<file path="config.mk">
export PLATFORM = sky130hd
export DESIGN_NAME = sprite_line_scheduler
export DESIGN_NICKNAME = d
export VERILOG_FILES = /design/src/rtl/sprite_line_scheduler.sv
export SDC_FILE = /design/constraint.sdc
export NUM_CORES = 1
export LEC_CHECK = 0
export CORE_MARGIN = 1
export CORE_UTILIZATION = 25
export DETAILED_ROUTE_END_ITERATION = 16
export PLACE_DENSITY = 0.52
export SETUP_SLACK_MARGIN = 0.05
export SYNTH_ARGS = -nofsm -noshare
export SYNTH_HDL_FRONTEND = slang
export SYNTH_SLANG_ARGS = --single-unit
</file>
<file path="constraint.sdc">
create_clock -name vga_clk -period 8.5 [get_ports vga_clk]
set_clock_uncertainty 0.05 [all_clocks]
set_input_delay 2.125 -clock vga_clk [delete_from_list [all_inputs] [get_ports vga_clk]]
set_output_delay 2.125 -clock vga_clk [all_outputs]
set_load 0.02 [all_outputs]
</file>
<file path="src/rtl/sprite_line_scheduler.sv">
// Per-scanline sprite scheduler: loads up to NUM_SLOTS sprites per line during hblank
// and time-shares one synchronous sprite ROM across them during active video.
//
// state  | meaning
// IDLE   | waiting for DrawX == 640 to start evaluating the next line
// SCAN   | testing one object per cycle against the target line, filling shadow slots
// COMMIT | shadow slots and overflow become the active set; shadow cleared
module sprite_line_scheduler #(
  parameter int NUM_OBJ    = 8,
  parameter int NUM_SLOTS  = 4,
  parameter int SPR_SIZE   = 26,
  parameter int IMG_W      = 3,
  parameter int ROM_AW     = 13,
  parameter int PIX_W      = 4,
  parameter int TRANSP_IDX = 0
) (
  input  logic                     vga_clk,
  input  logic                     reset_n,
  input  logic [9:0]               DrawX,
  input  logic [9:0]               DrawY,
  input  logic                     blank,
  input  logic [NUM_OBJ*10-1:0]    obj_x,
  input  logic [NUM_OBJ*10-1:0]    obj_y,
  input  logic [NUM_OBJ*IMG_W-1:0] obj_img,
  input  logic [NUM_OBJ-1:0]       obj_en,
  output logic [ROM_AW-1:0]        rom_addr,
  input  logic [PIX_W-1:0]         rom_q,
  output logic                     spr_on,
  output logic [PIX_W-1:0]         spr_pix,
  output logic                     line_overflow,
  output logic                     eval_busy
);

  localparam int ROW_W  = $clog2(SPR_SIZE);
  localparam int IDX_W  = (NUM_OBJ > 1) ? $clog2(NUM_OBJ) : 1;
  localparam int SLOT_W = (NUM_SLOTS > 1) ? $clog2(NUM_SLOTS) : 1;
  localparam int CNT_W  = $clog2(NUM_SLOTS + 1);
  localparam logic [9:0] HBLANK_X = 10'd640;
  localparam logic [9:0] LAST_Y   = 10'd524;

  typedef enum logic [1:0] {IDLE, SCAN, COMMIT} state_t;

  typedef struct packed {
    logic             vld;
    logic [9:0]       x;
    logic [IMG_W-1:0] img;
    logic [ROW_W-1:0] row;
  } slot_t;

  state_t           state_q;
  logic [IDX_W-1:0] idx_q;
  logic [9:0]       target_q;
  logic [CNT_W-1:0] sh_cnt_q;
  logic             sh_ovf_q;
  logic             ovf_q;
  logic             busy_q;
  slot_t            sh_q  [NUM_SLOTS];
  slot_t            act_q [NUM_SLOTS];

  logic [9:0]       cur_x;
  logic [9:0]       cur_y;
  logic [IMG_W-1:0] cur_img;
  logic             cur_en;
  logic             scan_hit;
  logic [ROW_W-1:0] scan_row;

  always_comb begin
    cur_x    = obj_x[int'(idx_q)*10 +: 10];
    cur_y    = obj_y[int'(idx_q)*10 +: 10];
    cur_img  = obj_img[int'(idx_q)*IMG_W +: IMG_W];
    cur_en   = obj_en[idx_q];
    // 11-bit compare so sprites near the bottom of the 10-bit range never wrap onto line 0
    scan_hit = cur_en && ({1'b0, target_q} >= {1'b0, cur_y}) &&
               ({1'b0, target_q} < ({1'b0, cur_y} + 11'(SPR_SIZE)));
    scan_row = ROW_W'(target_q - cur_y);
  end

  always_ff @(posedge vga_clk or negedge reset_n) begin
    if (!reset_n) begin
      state_q  <= IDLE;
      idx_q    <= '0;
      target_q <= '0;
      sh_cnt_q <= '0;
      sh_ovf_q <= 1'b0;
      ovf_q    <= 1'b0;
      busy_q   <= 1'b0;
      for (int s = 0; s < NUM_SLOTS; s++) begin
        sh_q[s]  <= '0;
        act_q[s] <= '0;
      end
    end else begin
      case (state_q)
        IDLE: begin
          if (DrawX == HBLANK_X) begin
            state_q  <= SCAN;
            busy_q   <= 1'b1;
            idx_q    <= '0;
            target_q <= (DrawY == LAST_Y) ? 10'd0 : DrawY + 10'd1;
          end
        end
        SCAN: begin
          if (scan_hit) begin
            if (sh_cnt_q < CNT_W'(NUM_SLOTS)) begin
              sh_q[sh_cnt_q[SLOT_W-1:0]] <= slot_t'{vld: 1'b1, x: cur_x, img: cur_img, row: scan_row};
              sh_cnt_q <= sh_cnt_q + CNT_W'(1);
            end else begin
              sh_ovf_q <= 1'b1;
            end
          end
          if (idx_q == IDX_W'(NUM_OBJ - 1)) begin
            state_q <= COMMIT;
          end else begin
            idx_q <= idx_q + IDX_W'(1);
          end
        end
        COMMIT: begin
          for (int s = 0; s < NUM_SLOTS; s++) begin
            act_q[s] <= sh_q[s];
            sh_q[s]  <= '0;
          end
          ovf_q    <= sh_ovf_q;
          sh_ovf_q <= 1'b0;
          sh_cnt_q <= '0;
          busy_q   <= 1'b0;
          state_q  <= IDLE;
        end
        default: state_q <= IDLE;
      endcase
    end
  end

  logic              pix_hit;
  logic [SLOT_W-1:0] pix_sel;
  logic [ROM_AW-1:0] rom_addr_d;

  // Lowest slot wins; a transparent winner still owns the single ROM port.
  always_comb begin
    pix_hit = 1'b0;
    pix_sel = '0;
    for (int s = NUM_SLOTS - 1; s >= 0; s--) begin
      if (act_q[s].vld && ({1'b0, DrawX} >= {1'b0, act_q[s].x}) &&
          ({1'b0, DrawX} < ({1'b0, act_q[s].x} + 11'(SPR_SIZE)))) begin
        pix_hit = 1'b1;
        pix_sel = SLOT_W'(s);
      end
    end
    rom_addr_d = ROM_AW'(act_q[pix_sel].img) * ROM_AW'(SPR_SIZE * SPR_SIZE) +
                 ROM_AW'(act_q[pix_sel].row) * ROM_AW'(SPR_SIZE) +
                 ROM_AW'(DrawX - act_q[pix_sel].x);
  end

  logic [ROM_AW-1:0] rom_addr_q;
  logic              hit1_q;
  logic              hit2_q;
  logic              spr_on_q;
  logic [PIX_W-1:0]  spr_pix_q;

  always_ff @(posedge vga_clk or negedge reset_n) begin
    if (!reset_n) begin
      rom_addr_q <= '0;
      hit1_q     <= 1'b0;
      hit2_q     <= 1'b0;
      spr_on_q   <= 1'b0;
      spr_pix_q  <= '0;
    end else begin
      if (pix_hit) begin
        rom_addr_q <= rom_addr_d;
      end
      hit1_q    <= pix_hit && blank;
      hit2_q    <= hit1_q;
      spr_on_q  <= hit2_q && (rom_q != PIX_W'(TRANSP_IDX));
      spr_pix_q <= (hit2_q && (rom_q != PIX_W'(TRANSP_IDX))) ? rom_q : '0;
    end
  end

  assign rom_addr      = rom_addr_q;
  assign spr_on        = spr_on_q;
  assign spr_pix       = spr_pix_q;
  assign line_overflow = ovf_q;
  assign eval_busy     = busy_q;

endmodule

</file>
After elaboration in Yosys (flattened, before gate mapping)
Cells that the tools add are included.
{ "classes": {"n_addsub": 12, "multipliers": 4, "order_cmp": 15, "eq_ne": 11, "shift": 3, "muxes": 35, "bitwise_logic": 2, "n_reduce_logical": 24} }
{ "op_table": {"columns": ["cell", "n"], "rows": [
  ["$mux W76", 2],
  ["$pmux W76 S2", 1],
  ["$shiftx A80 B32 Y10", 1],
  ["$shiftx A80 B8 Y10", 1],
  ["$bwmux W76", 1],
  ["$add A10 B5 Y11 const B", 5],
  ["$lt A10 B11 Y1", 5],
  ["$ge A10 B10 Y1", 5],
  ["$bmux W19 S2", 1],
  ["$demux W19 S2", 1],
  ["$mux W18", 2],
  ["$shiftx A24 B6 Y3", 1],
  ["$eq A10 B10 Y1 const B", 2],
  ["$mux W19", 1],
  ["$add A13 B10 Y13", 1],
  ["$add A13 B13 Y13", 1],
  ["$logic_and A1 B1 Y1", 13],
  ["$mux W2", 6],
  ["$mux W3", 4],
  ["$ne A2 B2 Y1 const B", 6],
  ["$pmux W3 S2", 2],
  ["$mul A3 B8 Y11 const B", 1],
  ["$sub A10 B10 Y11", 1],
  ["$add A10 B1 Y10 const B", 1],
  ["24 further kinds", 41]
]} }
{ "word_totals": {"ff_bits": 193, "inputBits": 219, "out_inout_bits": 20, "elab_cells": 150} }

Longest topological paths before layout
{ "logic_depth": {"depth_word": 14, "mapped_depth": 34, "mapped_depth_nobuf": 33} }

Least setup slack after synthesis
OpenSTA, ideal clock, no wires.
{ "synth_timing": {"kind": "input port to flip-flop", "startpoint": "in DrawX[8]", "endpoint": "reg rom_addr_q[12], in the netlist rom_addr[12]", "setup_time_ns": 0.095, "arrival_ns": 8.148, "t_required_ns": 8.355, "slack_ns": 0.206, "stages": 27, "n_path_buf": 1, "path_cell_list": "ha_1 a211o_1 a21oi_1 o21ai_1 a221oi_2 o211ai_1 a21oi_2 buf_2 mux2i_1 mux2i_1 ha_1 fa_1 ha_1 a21o_1 a21oi_1 o21bai_1 a21oi_1 xnor2_1 fa_1 ha_1 nor3_1 nand3_1 a31o_2 a21oi_1 xnor3_1 and4_1 o31ai_1"} }
{ "synth_via": {"elab_chain_cells": 14, "elab_cells_between_ends": 33, "classes_between": "add/sub: 3; mul: 2; order compare: 8; mux: 11; bitwise: 1; reduce/logical: 8"} }
{ "synth_lines": {"columns": ["element", "line", "text"], "rows": [
  ["start: declaration", "19", "input logic [9:0] DrawX,"],
  ["$ge A10 B10 Y1", "141", "if (act_q[s].vld && ({1'b0, DrawX} >= {1'b0, act_q[s].x}) &&"],
  ["$logic_and A1 B1 Y1 (2 in a row)", "141", null],
  ["$mux W2 (4 in a row)", "141", null],
  ["$not A2 Y3 (not written as such)", "147, 148, 149", null],
  ["$bmux W19 S2", "147, 148, 149", null],
  ["$mux W18 (not written as such) (2 in a row)", "149", "ROM_AW'(DrawX - act_q[pix_sel].x);"],
  ["$mul A3 B8 Y11 / $mul A5 B4 Y9 (equally long branches)", "147, 148", null],
  ["$add A13 B10 Y13", "147", "rom_addr_d = ROM_AW'(act_q[pix_sel].img) * ROM_AW'(SPR_SIZE * SPR_SIZE) +"],
  ["$add A13 B13 Y13", "148", "ROM_AW'(act_q[pix_sel].row) * ROM_AW'(SPR_SIZE) +"],
  ["end signal: assignment", "167", "rom_addr_q <= rom_addr_d;"],
  ["end: declaration", "152", "logic [ROM_AW-1:0] rom_addr_q;"]
]} }
Several ways; a longest one is shown, not always the timed one. The select of a mux whose other input is x is not followed.
A chain may end at the register's enable or synchronous reset.

Final worst setup path
{ "layout_timing": {"startpoint": "in DrawX[4]", "endpoint": "reg rom_addr_q[12], in the netlist rom_addr[12]"} }
The elaborated chain is that of the path after synthesis.

==> out/metrics.csv <==
stage;metric;value;unit
run_status;status;finished, final reports clean;
floorplan;die_y;239;microns
logic_synthesis;synth_edf_count;0;
sta;hold_violations;0;
floorplan;core;55400;sq um
cells_and_area;finish.utilization;0.339;
setup_path;required;8.84;ns
drt;drt_first_pass_iters;6;
logic_synthesis;synth_cell_types;73;
placed_design;io_buffers;238;
cts;cts_buffers;17;
hold_path;min_to;hit2_q$_DFF_PN0_;
setup_path;cpMostUsedCell;o21ai_1;
sta;max_slew_margin;0.274;
sta;setup_tns;0;ns
grt;grt_pass1_wl;65100;microns
logic_synthesis;syn_area_per_cell;10.0;sq um
logic_synthesis;synth_cells;1407;
cells_and_area;stdcell_count;2477;
logic_synthesis;synthMostInstantiatedCell;nand2_1;
setup_path;reg2reg_from;act_q[9]$_DFFE_PN0P_;
hold_path;hold_path.startpoint;hit1_q$_DFF_PN0_;
setup_path;r2r-end;rom_addr[12]$_DFFE_PN0N_;
logic_synthesis;synthesis.nets;1788;
cts;cts_htree_levels;4;
floorplan;dieWidth;239;microns
setup_path;critPathMaxStageDelay;0.60;ns
grt;antenna_found_initial;1;
logic_synthesis;synth_top_flop_cell;dfrtp_1;
cells_and_area;nNetsFinal;2097;
floorplan;start_util;0.254;
sta;tightest_slew;1.08;ns
drt;ant_nets;0;
drt;route.detailed.drc;0;
setup_path;crit_slowest_cell;or4b_2;
drt;drtIter0Drc;535;
logic_synthesis;ys_ff_latch;193;
floorplan;core.rowCount;86;
cells_and_area;nFillCells;5702;
cells_and_area;finalInstanceArea;18800;sq um
grt;grt-ovfl-total;0;
cts;cts_tree;yes;
sta;setup_viol;0;
logic_synthesis;ys_seq_area_frac;0.343;
placed_design;placedCellCount;2436;
hold_path;min_path_type;flip-flop to flip-flop;
power_and_ir_drop;power;2.79;mW
sta;slew_violations;0;
setup_path;worstSetupPathType;input pin to flip-flop;
sta;rsz0062_at_grt;no;
sta;period_share;0.963;
cts;cts_root_buf;clkbuf_16;
drt;num_vias;11381;
logic_synthesis;synth_top_area_share;0.343;
setup_path;critical_path_cell_count;31;
cells_and_area;n_antenna_cell;0;
logic_synthesis;synth_largest_area_cell;dfrtp_1;
drt;vias_per_cell;4.59;
setup_path;critPathBufInv;4;
logic_synthesis;synthArstFlopShare;1.00;
cts;clkSinkCount;193;
setup_path;cp-start-kind;input pin;
setup_path;reg2reg_depth;34;
grt;track_usage;0.150;
drt;postRouteWirelength;42100;microns
grt;grt_pass1_vias;11705;
power_and_ir_drop;powerDensity;148;nW/um^2
cts;cts_buffer_depth;2;
logic_synthesis;netlist_top_cells_count;nand2_1, dfrtp_1, ha_1, mux2i_1, inv_1;
setup_path;crit_fanout;5;
logic_synthesis;synth-warning-count;0;
setup_path;crit_path_end_kind;flip-flop;
logic_synthesis;synthTopCellsByArea;dfrtp_1, ha_1, mux2i_1;
sta;holdWs;0.307;ns
grt;grt_max_degree;113;
setup_path;crit_arrival;8.53;ns
hold_path;min_path_cells;0;
placed_design;place_ws;-0.726;ns
placed_design;gp_congestion;0.890;
sta;fin_crit;8.18;ns
setup_path;cp_top_family;compound AO/OA/AOI/OAI gates;
floorplan;dieArea;57300;sq um
floorplan;io_pins;239;
sta;fin_ws;0.317;ns
cts;clock_latency;0.49;ns
power_and_ir_drop;peakVddDrop;0.000125;V
cells_and_area;drive_gt1_frac;0.139;
run;maxCapViolCount;0;
sta;max_freq;122;MHz
placed_design;dpl.hpwl;33400;microns
power_and_ir_drop;power.leakage;8.99;nW
drt;wire_per_inst;17.0;microns
placed_design;dpl-instance-area;17900;sq um
setup_path;rrSetupSlack;1.03;ns
cts;clk_pin_slew;0.08;ns
logic_synthesis;synth_area;14100;sq um
cells_and_area;area_growth;33.4;%
state kept, by name, indices dropped and copies added (netlist names):
register,count
sh_cnt_q,3
target_q,10
idx_q,3
spr_on,1
hit1_q,1
rom_addr,13
sh_q,76
sh_ovf_q,1
eval_busy,1
line_overflow,1
act_q,76
spr_pix,4
state_q,2
hit2_q,1
worst reg2reg max path, delay by kind of cell (launching register included):
family	cells	cell delay, ns
buffers and inverters	5	0.65
and+or+nand+nor	7	1.25
AOI/OAI and AO/OA	10	1.82
muxes	2	0.35
xor gates and xnor gates	3	0.46
DFF	1	0.43
adders and majority gates	7	2.37
layout make-up:
class	instances	area (sq um)	share of cell area
multi-input cells	1061	8740	0.466
flip-flops and latches	193	4840	0.257
repair buffers	348	3300	0.176
well taps	748	936	0.0498
clock buffers	17	425	0.0227
inverters	95	357	0.0190
clock inverters	15	179	0.00953
worst max-delay path by stage:
| stage | from | endpoint | slack (ns) |
|---|---|---|---|
| floorplan | DrawX[8] | rom_addr[12]$_DFFE_PN0N_ | 0.21 |
| CTS | DrawX[0] | rom_addr[12]$_DFFE_PN0N_ | 0.06 |
| global route | DrawX[4] | rom_addr[12]$_DFFE_PN0N_ | 0.04 |
| finish | DrawX[4] | rom_addr[12]$_DFFE_PN0N_ | 0.32 |
| detailed placement | DrawX[0] | rom_addr[12]$_DFFE_PN0N_ | -0.73 |
| global placement | DrawX[0] | rom_addr[12]$_DFFE_PN0N_ | -0.56 |
timing repair:
action / in CTS / in global routing
cloned: 0 / 1
hold buffers: 0 / 0
resized for setup: 6 / 37
pin swaps: 0 / 30
endpoints found under the hold margin: 0 / 0
endpoints found under the setup margin: 1 / 2
buffers inserted: 0 / 8
layout by cell type (no fill, tap or decap), types with 6 or more instances in the layout:
master,Yosys,final
nand2_1,266,266
clkdlybuf4s50_1,0,231
dfrtp_1,193,190
mux2i_1,148,148
ha_1,149,141
buf_4,3,101
inv_1,94,92
o21ai_0,79,74
a21oi_1,52,48
mux4_2,45,45
xnor2_1,45,43
nor2_1,40,40
nand3_1,22,22
xor2_1,19,19
nor3_1,19,18
clkbuf_16,0,18
a21o_1,15,15
fa_1,13,12
nand4_1,11,11
o21ai_1,7,11
mux2_2,8,8
nor2b_1,8,7
and3_1,7,7
o211ai_1,7,7
ha_4,0,7
a211o_1,6,6
or3_1,6,6
and2_1,6,6
cells by family after synthesis:
family	synth area share
simple gates	0.127
flops	0.343
compound gates	0.0957
xor+xnor	0.0414
fa+ha+maj	0.151
buf+inv	0.0495
mux	0.192
metal layers:
layer,part of all wire,global-route usage,wire (microns),up-vias
met5,0.00019,0,8,-
met4,0.020,0.0482,828,2
met3,0.047,0.0309,1980,45
met2,0.48,0.251,20000,314
met1,0.46,0.191,19300,5445
li1,-,-,-,5575
where the power goes:
part	switching [mW]	leakage [nW]	internal, mW
registers	0.0227	2.26	0.930
clock network	0.437	0.295	0.400
logic	0.493	6.43	0.505
total	0.953	8.99	1.83
No activity file was read; power rests on OpenSTA's default activity.
